## src/rtl/needs_pkg.sv

```systemverilog
// Shared encodings and arbitration helpers for the pet-needs scheduler.
// Need codes double as bit positions in the pending vectors.
package needs_pkg;

    typedef logic [1:0] need_t;

    localparam need_t NEED_SALUD     = 2'd0;
    localparam need_t NEED_ENERGIA   = 2'd1;
    localparam need_t NEED_HAMBRE    = 2'd2;
    localparam need_t NEED_DIVERSION = 2'd3;

    localparam logic OP_INC = 1'b0;
    localparam logic OP_DEC = 1'b1;

    localparam logic [0:0] ST_IDLE  = 1'b0;
    localparam logic [0:0] ST_ISSUE = 1'b1;

    // Increments use fixed priority: salud > hambre > diversion > energia.
    function automatic need_t pick_inc(input logic [3:0] pend);
        if (pend[NEED_SALUD])
            return NEED_SALUD;
        else if (pend[NEED_HAMBRE])
            return NEED_HAMBRE;
        else if (pend[NEED_DIVERSION])
            return NEED_DIVERSION;
        else
            return NEED_ENERGIA;
    endfunction

    // Round robin: first pending index at or after ptr, wrapping mod 4.
    function automatic need_t pick_rr(input logic [3:0] pend, input need_t ptr);
        need_t idx;
        need_t best;
        best = ptr;
        for (int k = 3; k >= 0; k--) begin
            idx = ptr + 2'(k);
            if (pend[idx])
                best = idx;
        end
        return best;
    endfunction

endpackage

```

## src/rtl/needs_event_scheduler_if.sv

```systemverilog
// Serialized command channel from the scheduler to the needs datapath.
interface needs_event_scheduler_if;
    import needs_pkg::*;

    logic  cmd_valid;
    logic  cmd_ready;
    need_t cmd_need;
    logic  cmd_op;

    modport master (output cmd_valid, output cmd_need, output cmd_op, input cmd_ready);
    modport slave  (input cmd_valid, input cmd_need, input cmd_op, output cmd_ready);

endinterface

```

## src/rtl/tick_divider.sv

```systemverilog
// Free-running divider producing a one-cycle pulse every TICK_DIV clocks.
module tick_divider #(
    parameter int TICK_DIV = 7500000
) (
    input  logic clk,
    input  logic rst,
    output logic base_tick
);

    localparam int CW = (TICK_DIV > 1) ? $clog2(TICK_DIV) : 1;

    logic [CW-1:0] cnt;

    always_ff @(posedge clk or posedge rst) begin
        if (rst) begin
            cnt       <= '0;
            base_tick <= 1'b0;
        end else if (cnt == CW'(TICK_DIV - 1)) begin
            cnt       <= '0;
            base_tick <= 1'b1;
        end else begin
            cnt       <= cnt + 1'b1;
            base_tick <= 1'b0;
        end
    end

endmodule

```

## src/rtl/needs_event_scheduler.sv

```systemverilog
// Collects user requests and periodic decay into sticky pending bits and
// issues them one at a time as (need, op) commands over a valid/ready channel.
module needs_event_scheduler
    import needs_pkg::*;
#(
    parameter int TICK_DIV    = 7500000,
    parameter int DECAY_TICKS = 24,
    parameter int PLAY_TICKS  = 6,
    parameter int SLEEP_TICKS = 12
) (
    input  logic                     clk,
    input  logic                     rst,
    input  logic                     req_salud,
    input  logic                     req_ali,
    input  logic                     req_ult,
    input  logic                     req_sleep,
    input  logic                     test_mode,
    needs_event_scheduler_if.master  cmd,
    output logic                     base_tick,
    output need_t                    sel_need,
    output logic                     sleeping
);

    localparam int DW = $clog2(DECAY_TICKS);
    localparam int PW = $clog2(PLAY_TICKS);
    localparam int SW = $clog2(SLEEP_TICKS);

    logic                 salud_q;
    logic                 ali_q;
    logic [PW-1:0]        play_cnt;
    logic [SW-1:0]        sleep_cnt;
    logic [3:0][DW-1:0]   decay_cnt;
    logic [3:0]           decay_hold;
    logic [3:0]           inc_pend;
    logic [3:0]           dec_pend;
    logic [3:0]           inc_set;
    logic [3:0]           dec_set;
    logic [3:0]           inc_clr;
    logic [3:0]           dec_clr;
    logic [0:0]           state;
    need_t                rr_ptr;
    logic                 accept;

    tick_divider #(.TICK_DIV(TICK_DIV)) u_tick (
        .clk       (clk),
        .rst       (rst),
        .base_tick (base_tick)
    );

    always_ff @(posedge clk or posedge rst) begin
        if (rst) begin
            salud_q  <= 1'b0;
            ali_q    <= 1'b0;
            sleeping <= 1'b0;
        end else begin
            salud_q  <= req_salud;
            ali_q    <= req_ali;
            sleeping <= req_sleep;
        end
    end

    // Play and sleep credit accumulates only over an unbroken request.
    always_ff @(posedge clk or posedge rst) begin
        if (rst) begin
            play_cnt  <= '0;
            sleep_cnt <= '0;
        end else begin
            if (!req_ult)
                play_cnt <= '0;
            else if (base_tick)
                play_cnt <= (play_cnt == PW'(PLAY_TICKS - 1)) ? '0 : play_cnt + 1'b1;

            if (!req_sleep)
                sleep_cnt <= '0;
            else if (base_tick)
                sleep_cnt <= (sleep_cnt == SW'(SLEEP_TICKS - 1)) ? '0 : sleep_cnt + 1'b1;
        end
    end

    assign accept     = (state == ST_ISSUE) && cmd.cmd_valid && cmd.cmd_ready;
    assign decay_hold = {2'b00, sleeping, 1'b0};

    always_comb begin
        inc_clr = '0;
        dec_clr = '0;
        if (accept) begin
            if (cmd.cmd_op == OP_INC)
                inc_clr[cmd.cmd_need] = 1'b1;
            else
                dec_clr[cmd.cmd_need] = 1'b1;
        end
    end

    always_comb begin
        inc_set                 = '0;
        inc_set[NEED_SALUD]     = req_salud & ~salud_q;
        inc_set[NEED_HAMBRE]    = req_ali & ~ali_q;
        inc_set[NEED_DIVERSION] = req_ult & base_tick & (play_cnt == PW'(PLAY_TICKS - 1));
        inc_set[NEED_ENERGIA]   = req_sleep & base_tick & (sleep_cnt == SW'(SLEEP_TICKS - 1));
    end

    // An accepted increment restarts that need's decay, overriding a same-cycle tick.
    always_comb begin
        dec_set = '0;
        for (int i = 0; i < 4; i++)
            dec_set[i] = !test_mode && base_tick && !decay_hold[i] && !inc_clr[i]
                         && (decay_cnt[i] == DW'(DECAY_TICKS - 1));
    end

    always_ff @(posedge clk or posedge rst) begin
        if (rst) begin
            decay_cnt <= '0;
        end else begin
            for (int i = 0; i < 4; i++) begin
                if (test_mode || inc_clr[i])
                    decay_cnt[i] <= '0;
                else if (base_tick && !decay_hold[i])
                    decay_cnt[i] <= dec_set[i] ? '0 : decay_cnt[i] + 1'b1;
            end
        end
    end

    // Set terms are OR-ed after the clear so a coincident event stays pending.
    always_ff @(posedge clk or posedge rst) begin
        if (rst) begin
            inc_pend <= '0;
            dec_pend <= '0;
        end else begin
            inc_pend <= (inc_pend & ~inc_clr) | inc_set;
            dec_pend <= test_mode ? '0 : ((dec_pend & ~dec_clr) | dec_set);
        end
    end

    always_ff @(posedge clk or posedge rst) begin
        if (rst) begin
            state         <= ST_IDLE;
            cmd.cmd_valid <= 1'b0;
            cmd.cmd_need  <= NEED_SALUD;
            cmd.cmd_op    <= OP_INC;
            sel_need      <= NEED_SALUD;
            rr_ptr        <= 2'd0;
        end else begin
            case (state)
                ST_IDLE: begin
                    if (|inc_pend) begin
                        cmd.cmd_need  <= pick_inc(inc_pend);
                        cmd.cmd_op    <= OP_INC;
                        cmd.cmd_valid <= 1'b1;
                        state         <= ST_ISSUE;
                    end else if (|dec_pend) begin
                        cmd.cmd_need  <= pick_rr(dec_pend, rr_ptr);
                        cmd.cmd_op    <= OP_DEC;
                        cmd.cmd_valid <= 1'b1;
                        state         <= ST_ISSUE;
                    end
                end
                ST_ISSUE: begin
                    if (cmd.cmd_ready) begin
                        cmd.cmd_valid <= 1'b0;
                        state         <= ST_IDLE;
                        if (cmd.cmd_op == OP_INC)
                            sel_need <= cmd.cmd_need;
                        else
                            rr_ptr <= cmd.cmd_need + 2'd1;
                    end
                end
                default: begin
                    cmd.cmd_valid <= 1'b0;
                    state         <= ST_IDLE;
                end
            endcase
        end
    end

endmodule
```

## src/flat_wrapper.sv

```systemverilog
// flat-port wrapper written by rule: the top's interface ports become plain ports
module needs_event_scheduler_flat import needs_pkg::*;
#(
    parameter int TICK_DIV    = 7500000,
    parameter int DECAY_TICKS = 24,
    parameter int PLAY_TICKS  = 6,
    parameter int SLEEP_TICKS = 12
)
  (clk, rst, req_salud, req_ali, req_ult, req_sleep, test_mode, base_tick, sel_need, sleeping, cmd_cmd_valid, cmd_cmd_need, cmd_cmd_op, cmd_cmd_ready);
  needs_event_scheduler_if cmd_i ();
  input  logic clk;
  input  logic rst;
  input  logic req_salud;
  input  logic req_ali;
  input  logic req_ult;
  input  logic req_sleep;
  input  logic test_mode;
  output logic base_tick;
  output need_t sel_need;
  output logic sleeping;
  output wire logic [$bits(cmd_i.cmd_valid)-1:0] cmd_cmd_valid;
  output wire logic [$bits(cmd_i.cmd_need)-1:0] cmd_cmd_need;
  output wire logic [$bits(cmd_i.cmd_op)-1:0] cmd_cmd_op;
  input wire logic [$bits(cmd_i.cmd_ready)-1:0] cmd_cmd_ready;
  assign cmd_cmd_valid = cmd_i.cmd_valid;
  assign cmd_cmd_need = cmd_i.cmd_need;
  assign cmd_cmd_op = cmd_i.cmd_op;
  assign cmd_i.cmd_ready = cmd_cmd_ready;
  needs_event_scheduler #(.TICK_DIV(TICK_DIV), .DECAY_TICKS(DECAY_TICKS), .PLAY_TICKS(PLAY_TICKS), .SLEEP_TICKS(SLEEP_TICKS)) u_core (.clk(clk), .rst(rst), .req_salud(req_salud), .req_ali(req_ali), .req_ult(req_ult), .req_sleep(req_sleep), .test_mode(test_mode), .cmd(cmd_i), .base_tick(base_tick), .sel_need(sel_need), .sleeping(sleeping));
endmodule
```

## config.mk

```make
export PLATFORM = sky130hd
export DESIGN_NAME = needs_event_scheduler_flat
export DESIGN_NICKNAME = d
export VERILOG_FILES = /design/src/rtl/needs_pkg.sv /design/src/rtl/needs_event_scheduler_if.sv /design/src/rtl/tick_divider.sv /design/src/rtl/needs_event_scheduler.sv /design/src/flat_wrapper.sv
export SDC_FILE = /design/constraint.sdc
export NUM_CORES = 1
export LEC_CHECK = 0
export ABC_AREA = 1
export BUFFER_PORTS_ARGS = -buffer_cell sky130_fd_sc_hd__buf_2
export CAP_MARGIN = 40
export CELL_PAD_IN_SITES_DETAIL_PLACEMENT = 0
export CELL_PAD_IN_SITES_GLOBAL_PLACEMENT = 1
export CORE_AREA = 5 5 97 99
export DETAILED_ROUTE_END_ITERATION = 16
export DIE_AREA = 0 0 102 104
export PLACE_DENSITY_LB_ADDON = 0.1
export SYNTH_ARGS = -nofsm -noshare
export SYNTH_HDL_FRONTEND = slang
export SYNTH_SLANG_ARGS = --single-unit
```

## constraint.sdc

```tcl
create_clock -name clk -period 2.52 [get_ports clk]
set_input_delay 0.252 -clock clk [delete_from_list [all_inputs] [get_ports clk]]
set_output_delay 0.252 -clock clk [all_outputs]
set_load 0.005 [all_outputs]
```

==> results of run 1 <==
==> cell usage in the layout (no fill, tap or decap), types with 2 or more instances in the layout <==
| master | n |
|---|---|
| nand2_1 | 103 |
| dfrtp_1 | 71 |
| inv_1 | 65 |
| nand3_1 | 47 |
| o21ai_0 | 43 |
| nor2_1 | 40 |
| a21oi_1 | 17 |
| buf_2 | 15 |
| xor2_1 | 13 |
| nand4_1 | 12 |
| nor3_1 | 11 |
| ha_1 | 10 |
| clkbuf_8 | 10 |
| nor4_1 | 8 |
| o22ai_1 | 6 |
| inv_2 | 4 |
| nand3_2 | 3 |
| a31oi_1 | 2 |
| nor3_2 | 2 |
| o31ai_1 | 2 |
| nor2_4 | 2 |
| nor2_2 | 2 |
| bufinv_16 | 2 |
==> power breakdown <==
group	internal, uW	switching [uW]	leakage, uW
combinational	154	310	0.000986
clock	585	434	0.000110
sequential	1220	106	0.000941
total	1960	850	0.00204
==> sequential cells by signal, indices dropped and copies added, names as in the netlist <==
name and count:
u_core.sleeping 1, u_core.u_tick.cnt 23, u_core.cmd.cmd_op 1, u_core.ali_q 1
u_core.rr_ptr 2, u_core.cmd.cmd_need 2, u_core.inc_pend 4, u_core.decay_cnt 20
u_core.sleep_cnt 4, u_core.dec_pend 4, u_core.u_tick.base_tick 1, u_core.sel_need 2
u_core.cmd.cmd_valid 1, u_core.play_cnt 3, u_core.salud_q 1, u_core.state 1
==> final timing paths <==
check                      slack (ns)                      to
max                              0.73     u_core.decay_cnt[5]
min                              0.04          u_core.salud_q
max reg2reg                      0.73     u_core.decay_cnt[5]
min reg2reg                      0.42      u_core.inc_pend[0]
max in group asynchronous        1.37  u_core.cmd.cmd_need[0]
min in group asynchronous        0.50     u_core.decay_cnt[3]
==> worst max-delay path, cell delays in order (launching register included) <==
cell	delay, ns
dfrtp_1	0.44
inv_1	0.12
ha_1	0.21
nand4_1	0.16
inv_1	0.08
nor2_1	0.32
nand3_1	0.19
o21ai_0	0.20
==> what timing repair did <==
action / in CTS / in global routing
setup endpoints to repair: 0 / 0
setup buffers: 0 / 0
hold buffers: 1 / 0
hold endpoints to repair: 23 / 0
gates resized for setup: 0 / 0
==> layout make-up <==
| type | instances | area share |
|---|---|---|
| clock buffers | 11 | 0.0336 |
| clock inverters | 5 | 0.0194 |
| inverters | 69 | 0.0616 |
| multi-input cells | 330 | 0.405 |
| flip-flops and latches | 71 | 0.423 |
| well taps | 108 | 0.0322 |
| repair buffers | 17 | 0.0250 |
==> cells by family (layout without fill, tap and decap cells) <==
family | Yosys count | after routing | share of synthesized area
AO/OA/AOI/OAI | 73 | 73 | 0.104
XOR/XNOR | 14 | 14 | 0.0326
flip-flops | 71 | 71 | 0.473
buffers and inverters | 73 | 102 | 0.0736
adder cells (fa/ha/maj) | 10 | 10 | 0.0333
AND/OR/NAND/NOR | 233 | 233 | 0.284
==> stage by stage <==
| step | total power (uW) | util | instances | worst slack, ns | area (um2) |
|---|---|---|---|---|---|
| global route | 2990 | 0.496 | 611 | 0.460 | 4200 |
| finish | 2810 | 0.496 | 611 | 0.726 | 4200 |
| floorplan | 1640 | - | 474 | 0.471 | 3760 |
| CTS | 2850 | 0.496 | 611 | 0.670 | 4200 |
| detailed placement | 1820 | 0.469 | 594 | 0.683 | 3970 |
| global placement | 1820 | 0.469 | 594 | 0.678 | 3970 |
==> routing by layer <==
metal | track usage | up-vias | wire length [um]
met2 | 0.244 | 52 | 3520
met1 | 0.246 | 1453 | 4290
met4 | 0.0422 | 2 | 105
met5 | 0 | - | 13
met3 | 0.0362 | 11 | 313
li1 | - | 1619 | -
==> run metrics, run 1 <==
critical path capture point type flip-flop; initial antenna violation count 1; Post-Route WL 8240 um; die width 102 um; hold_ws 0.0351 ns; Clock Pin Slew Worst Setup and Hold Paths 0.08 ns; Placer Congestion 0.845; Power Density 668 nW/um2; Hold Path Cell Cnt 1; footprint of the multi-input gates 1700 um2; DRC Markers 0; sum of negative setup slack 0 ns; vias in the first global route 2976; Num CTS Buffers 9; Post-synth top flop dfrtp_1; Root Buffer clkbuf_8; Yosys reg bits 71; Fin. Hold Viols 0; Critical Path Fanout Max 7; vias per inst 5.13; Total Routing Usage GR 0.166; library cells used by synthesis 30; synth warn 0; final net count 516; # diodes 0; RSZ-0062 raised after global routing no; run status finished, final reports clean; Post-Syn Instances 474; final setup vio count 0; 1st-pass router iterations 4; WL/cell 13.5 um; first-pass GRT wire length 14200 um; HP Start req_salud; CP startpoint u_core.cmd.cmd_need[1]; largest net degree at the start of global routing 49; number of enable flip-flop cells after synthesis 0; Fillers 867; Leak Pwr 0.00204 uW; Critical Path AT 2.05 ns; clock latency on the worst-skew pair 0.34 ns; maximum clock rate 557 MHz; CP Launch Type flip-flop; synth top area cells dfrtp_1 (47%), nand2_1 (10%), inv_1 (6.6%), nand3_1 (6.3%), o21ai_0 (5.7%); Overflow after GRT 0; share of layout cells above drive strength 1 0.0895; Max Slew Vio Count 0; antenna viol nets, final 0; Req. time, crit path 2.78 ns; sequential-to-total area share from yosys stat 0.473; die area 10600 um2; clock buffer depth 2; Mapped Area 3760 um2; max_cap viols 0; clock sinks 71; Worst R2R Path Depth 7; fin crit period 1.79 ns; port bufs 15; area leader, netlist dfrtp_1; Die Y 104 um; initial core utilization 0.444; Site Rows 34; commonest cells in the netlist nand2_1 (103), dfrtp_1 (71), inv_1 (66); Net Count, Synth 492; IO Count 16; starting DRC count in detailed routing 99; post-synthesis async set-or-reset flop share 1.00; peak supply drop 0.000287 V; period utilization 0.712; routed vias 3137; htree depth 3; syn_area_per_cell 7.93 um2; top-area cell type share of the netlist area 0.473; area delta synth->final 11.9%; worst hold path type input port to flip-flop; most frequent cell after synthesis nand2_1; CP Class flip-flop to flip-flop; HPWL after DPL 6140 um; Final Skew 0.00874 ns; R2R Path Start u_core.cmd.cmd_need[1]; Register Area 1780 um2; relative slew slack 0.586; core area 8470 um2; CTS tree yes; worst slew pin tran 0.614 ns
(Power assumes the default switching activity.)
==> run 2, diff against run 1 <==
--- a/config.mk
+++ b/config.mk
@@ -10,9 +10,9 @@
 export CAP_MARGIN = 40
 export CELL_PAD_IN_SITES_DETAIL_PLACEMENT = 0
 export CELL_PAD_IN_SITES_GLOBAL_PLACEMENT = 1
-export CORE_AREA = 5 5 97 99
+export CORE_AREA = 5 5 101 103
 export DETAILED_ROUTE_END_ITERATION = 16
-export DIE_AREA = 0 0 102 104
+export DIE_AREA = 0 0 106 108
 export PLACE_DENSITY_LB_ADDON = 0.1
 export SYNTH_ARGS = -nofsm -noshare
 export SYNTH_HDL_FRONTEND = slang
==> constraint.sdc (replaced) <==
create_clock -name clk -period 1.5 [get_ports clk]
set_input_delay 0.15 -clock clk [delete_from_list [all_inputs] [get_ports clk]]
set_output_delay 0.15 -clock clk [all_outputs]
set_load 0.005 [all_outputs]
==> run 2 against run 1 <==
Compared with the run above:
- first-iteration DRC count did not move
- global-route usage rose by 0.35 points
- worst setup slack got worse by 0.81 ns
- via count rose by 11%
- design area rose by 24%
- largest cell class is now multi-input combinational cells
- wire length rose by 15%
- worst hold slack improved by 0.085 ns
- clock-buffer cell count did not move
- utilization rose by 7.3 points
- the flow now finishes with violations (negative setup slack)
==> run metrics, run 2 (same netlist as run 1, synthesis figures left out) <==
Sequential Power Share 0.428; Leak Pwr 0.00258 uW; hold_ws 0.120 ns; Post-Route WL 9450 um; NetSw 1580 uW; DRC Markers 0; CP Class flip-flop to flip-flop; Die Y 108 um; Site Rows 35; Placer Congestion 0.854; setup slack at placement -0.123 ns; area delta synth->final 38.2%; critical path capture point type flip-flop; routed vias 3470; period utilization 1.06; initial antenna violation count 0; Fillers 846; gr busiest metal met2; Final Util 0.570; vias in the first global route 3305; commonest non-fill, non-tap cell in the layout nand2_1; Max Slew Vio Count 0; GR Util met3 0.0245; Gate power share 0.234; share of layout cells above drive strength 1 0.324; crit path max-delay cell type dfrtp_1; Sw Share 0.308; R2R Path Start u_core.u_tick.cnt[1]; post-route worst setup slack -0.0851 ns; relative slew slack 0.740; die width 106 um; # diodes 0; failing checks negative setup slack; largest net degree at the start of global routing 72; htree depth 3; Buf+Inv Stages, Crit Path 0; first-pass GRT wire length 15500 um; CP startpoint u_core.u_tick.cnt[1]; die area 11400 um2; Clock Pin Slew Worst Setup and Hold Paths 0.08 ns; Fin. Hold Viols 0; antenna viol nets, final 0; HPWL after DPL 6490 um; final net count 594; flop2flop setup slack -0.09 ns; Critical Path AT 1.81 ns; run status complete, but fails checks; vias per inst 5.01; Hold Path Cell Cnt 3; max_cap viols 0; Reg-to-Reg End u_core.u_tick.cnt[16]; core area 9110 um2; Power Density 990 nW/um2; port bufs 15; GR Util met1 0.224; crit-path cells ha_2 > nand2_2 > nor2_4 > nand3_4 > nor3_4 > nand4_1 > o21ai_1 > a21oi_1; Final Non-Filler Cells 692; Crit. path cell count 8; RSZ-0062 raised after global routing yes; Worst Setup EP u_core.u_tick.cnt[16]; clock latency on the worst-skew pair 0.35 ns; Top Family by Delay on Critical Path simple AND/OR/NAND/NOR gates; fin crit period 1.59 ns; clock sinks 71; Crit path largest cell delay 0.37 ns; clock buffer depth 2; CP Launch Type flip-flop; IO Count 16; max reg flops 23; 1st-pass router iterations 4; Num CTS Buffers 9; GRT met2 Usage 0.281; biggest regs u_core.u_tick.cnt: 23 flops, u_core.decay_cnt: 20 flops; Root Buffer clkbuf_8; Top reg by flops u_core.u_tick.cnt; initial core utilization 0.413; Final Skew 0.00943 ns; total power 5140 uW; clock group share of total power 0.337; peak supply drop 0.000506 V; final setup vio count 11; Total Routing Usage GR 0.169; maximum clock rate 631 MHz; worst slew pin tran 0.390 ns; Critical Path Fanout Max 4; Overflow after GRT 0; DP Cell Count 655; most frequent cells in the layout nand2_1 (83), dfrtp_1 (67), buf_4 (66); starting DRC count in detailed routing 99; worst hold path type input port to flip-flop; Req. time, crit path 1.73 ns; CTS tree yes; WL/cell 13.7 um; Power Internal 3560 uW; Worst R2R Path Depth 8
## run 2: how the worst min path moves through the flow
| stage | from | endpoint | slack (ns) |
|---|---|---|---|
| after floorplan | req_ali | u_core.ali_q | 0.18 |
| after global placement | rst | u_core.sleep_cnt[0] | 0.29 |
| after detailed placement | rst | u_core.sleep_cnt[0] | 0.29 |
| after CTS | req_ult | u_core.play_cnt[2] | 0.10 |
| after global routing | req_ult | u_core.play_cnt[2] | 0.13 |
| final | req_ult | u_core.play_cnt[1] | 0.12 |
## run 2: per-stage QoR
| step | area [um2] | setup TNS (ns) |
|---|---|---|
| 2_1_floorplan | 3760 | 0 |
| 3_3_place_gp | 4420 | -0.577 |
| 3_5_place_dp | 4420 | -0.900 |
| 4_1_cts | 4780 | -0.759 |
| 5_1_grt | 5190 | -1.91 |
| 6_report | 5190 | -0.343 |
## run 2: final cells by class
| type | instances | area [um2] | area share |
|---|---|---|---|
| inverter | 69 | 265 | 0.0511 |
| multi-input combinational | 330 | 2050 | 0.395 |
| timing repair buffer | 95 | 731 | 0.141 |
| sequential | 71 | 1780 | 0.343 |
| clock inverter | 5 | 81.3 | 0.0157 |
| tap | 111 | 139 | 0.0268 |
| clock buffer | 11 | 141 | 0.0272 |
## run 2: per-layer routing
| layer | vias to the layer above | share of wire |
|---|---|---|
| met5 | - | 0 |
| met2 | 48 | 0.49 |
| met1 | 1635 | 0.47 |
| li1 | 1773 | - |
| met4 | 0 | 0.018 |
| met3 | 14 | 0.024 |
## run 2: power by group through the flow
stage / registers [uW] / clock network (uW) / logic, uW
floorplan: 2190 / 0 / 571
global placement: 2200 / 0 / 1010
detailed placement: 2210 / 0 / 1020
CTS: 2170 / 1790 / 1060
global route: 2220 / 1870 / 1390
finish: 2200 / 1730 / 1200
## run 2: what timing repair did
action | CTS | global route
hold buffers | 5 | 0
endpoints found under the hold margin | 75 | 0
buffers inserted | 3 | 15
resized for setup | 22 | 90
setup endpoints to repair | 19 | 43
pin swaps | 8 | 37
## run 2: worst reg2reg max path, cell delays in order (launching register included)
cell,delay (ns)
dfrtp_1,0.37
ha_2,0.19
nand2_2,0.07
nor2_4,0.15
nand3_4,0.12
nor3_4,0.23
nand4_1,0.13
o21ai_1,0.15
a21oi_1,0.06
==> run 3, diff against run 2 <==
--- a/config.mk
+++ b/config.mk
@@ -5,15 +5,15 @@
 export SDC_FILE = /design/constraint.sdc
 export NUM_CORES = 1
 export LEC_CHECK = 0
-export ABC_AREA = 1
 export BUFFER_PORTS_ARGS = -buffer_cell sky130_fd_sc_hd__buf_2
 export CAP_MARGIN = 40
 export CELL_PAD_IN_SITES_DETAIL_PLACEMENT = 0
 export CELL_PAD_IN_SITES_GLOBAL_PLACEMENT = 1
-export CORE_AREA = 5 5 101 103
+export CORE_AREA = 5 5 96 98
 export DETAILED_ROUTE_END_ITERATION = 16
-export DIE_AREA = 0 0 106 108
+export DIE_AREA = 0 0 101 103
 export PLACE_DENSITY_LB_ADDON = 0.1
 export SYNTH_ARGS = -nofsm -noshare
 export SYNTH_HDL_FRONTEND = slang
+export SYNTH_HIERARCHICAL = 1
 export SYNTH_SLANG_ARGS = --single-unit
==> run 3 against run 2 <==
Compared with the run above:
- the flow still finishes with violations (negative setup slack)
- sequential power down 9.1%
- sequential share of layout area up 5.6 points
- worst hold slack worse by 0.039 ns
- utilization down 3.8 points
- non-clock buffer count down 27
- area after synthesis down 5.2%
- clock skew about the same
- combinational power down 82%
- design area down 14%
==> run metrics, run 3 <==
run status complete, but fails checks; failing checks negative setup slack; Overflow after GRT 0; most frequent CP cell or3_4; RSZ-0062 raised after global routing yes; Post-Syn Instances 353; synth warn 6; Yosys reg bits 71; critical path capture point type flip-flop; post-synthesis async set-or-reset flop share 1.00; CP Launch Type flip-flop; Net Count, Synth 371; die width 101 um; Post-Route WL 7630 um; DRC Markers 0; WL/cell 14.2 um; routed vias 2784; Clock Pin Slew Worst Setup and Hold Paths 0.07 ns; clock sinks 71; library cells used by synthesis 49; port bufs 15; starting DRC count in detailed routing 87; crit-path cells ha_2 > nand4_1 > or3_4 > or3_4 > a21oi_2; clock buffer depth 2; Fillers 760; CP Class flip-flop to flip-flop; vias per inst 5.18; Final Skew 0.00987 ns; footprint of the multi-input gates 1840 um2; maximum clock rate 619 MHz; largest net degree at the start of global routing 48; area delta synth->final 25.1%; sequential-to-total area share from yosys stat 0.499; number of enable flip-flop cells after synthesis 0; # diodes 0; CTS tree yes; initial core utilization 0.425; final setup vio count 16; post-route cell area 4460 um2; Crit path largest cell delay 0.42 ns; Placement Cell Area 4100 um2; clock latency on the worst-skew pair 0.33 ns; Placer Congestion 0.815; biggest regs u_core/u_tick/cnt: 23 flops, u_core/decay_cnt: 20 flops; Total Routing Usage GR 0.161; Site Rows 34; Top reg by flops u_core/u_tick/cnt; peak supply drop 0.000424 V; most frequent cell after synthesis dfrtp_1; Final Util 0.532; HPWL after DPL 5460 um; crit path max-delay cell type dfrtp_1; Req. time, crit path 1.76 ns; core area 8380 um2; syn_area_per_cell 10.1 um2; IO Count 16; Leak Pwr 0.00206 uW; final net count 442; Num CTS Buffers 9; htree depth 3; vias in the first global route 2723; die area 10400 um2; Power Density 784 nW/um2; share of layout cells above drive strength 1 0.263; Root Buffer clkbuf_8; Die Y 103 um; hold_ws 0.0811 ns; 1st-pass router iterations 4; most frequent cells in the layout dfrtp_1 (69), buf_4 (44), nor2_1 (40); synth top area cells dfrtp_1 (50%), nor2_1 (4.7%), nand2_1 (3.8%), ha_1 (3.5%), xor2_1 (3.2%); worst hold path type input port to flip-flop; top-area cell type share of the netlist area 0.499; antenna viol nets, final 0; max reg flops 23; Mapped Area 3560 um2; fin crit period 1.61 ns; Critical Path Fanout Max 3; Max Slew Vio Count 0; period utilization 1.08; commonest non-fill, non-tap cell in the layout dfrtp_1; setup slack at placement -0.113 ns; first-pass GRT wire length 13200 um; initial antenna violation count 0; Critical Path AT 1.88 ns; Fin. Hold Viols 0; Register Area 1780 um2; relative slew slack 0.777; post-route worst setup slack -0.114 ns; max_cap viols 0; commonest cells in the netlist dfrtp_1 (71), nor2_1 (45), nand2_1 (36); Post-synth top flop dfrtp_1; area leader, netlist dfrtp_1; worst slew pin tran 0.332 ns
[run 3: final cells by class]
cell class | instances | area share
Inverter | 9 | 0.00758
Clock buffer | 12 | 0.0303
Clock inverter | 4 | 0.00505
Timing Repair Buffer | 68 | 0.115
Tap cell | 108 | 0.0303
Multi-Input combinational cell | 265 | 0.413
Sequential cell | 71 | 0.399
[run 3: timing repair]
item,in CTS,in global routing
pin swaps,18,8
setup buffers,4,1
hold buffers,4,0
endpoints found under the hold margin,74,0
resized for setup,14,17
setup endpoints to repair,16,21
[run 3: where the power goes]
group          total [uW]  switching [uW]  internal [uW]  leakage (uW)
registers            2000            46.2           1950      0.000951
clock network        1280             689            594     0.0000801
logic                 213             123           89.4       0.00103
[run 3: cells by family (layout without fill, tap and decap cells)]
family	after synthesis	in the layout	share of synthesized area
adder cells (fa/ha/maj)	10	10	0.0351
buffers and inverters	17	93	0.0204
XOR/XNOR	22	22	0.0541
AND/OR/NAND/NOR	171	171	0.266
AO/OA/AOI/OAI	49	49	0.0878
flip-flops	71	71	0.499
multiplexers	13	13	0.0379
[run 3: worst max-delay path, delay by kind of cell (launching register included)]
kind | cells | cell delay [ns]
and+or+nand+nor | 3 | 0.78
AOI/OAI and AO/OA | 1 | 0.13
DFF | 1 | 0.42
adders and majority gates | 1 | 0.21
[run 3: metrics by stage]
| step | TNS (ns) | total power [uW] | std cells |
|---|---|---|---|
| global placement | -0.667 | 2250 | 513 |
| CTS | -0.595 | 3560 | 537 |
| detailed placement | -1.31 | 2250 | 513 |
| floorplan | -0.342 | 2150 | 353 |
| global route | -2.05 | 3690 | 537 |
| finish | -0.634 | 3500 | 537 |
[run 3: path summary, 6_finish.rpt]
kind                                       from  slack (ns)                    end  depth (start not counted)
min reg2reg                        u_core/ali_q        0.40     u_core/inc_pend[2]                          1
min                                     req_ult        0.08     u_core/play_cnt[0]                          2
min in group asynchronous                   rst        0.39     u_core/play_cnt[2]                          4
max                        u_core/u_tick/cnt[1]       -0.11  u_core/u_tick/cnt[22]                          5
max reg2reg                u_core/u_tick/cnt[1]       -0.11  u_core/u_tick/cnt[22]                          5
max in group asynchronous                   rst        0.83   u_core/u_tick/cnt[0]                          4
[run 3: layer usage]
layer  part of all wire  wire, um  track usage  vias to the layer above
met5                  0         0            0                        -
met4              0.012        94       0.0562                        0
met3              0.023       179       0.0291                       11
met2               0.48      3690        0.252                       29
met1               0.48      3670        0.225                     1347
li1                   -         -            -                     1397
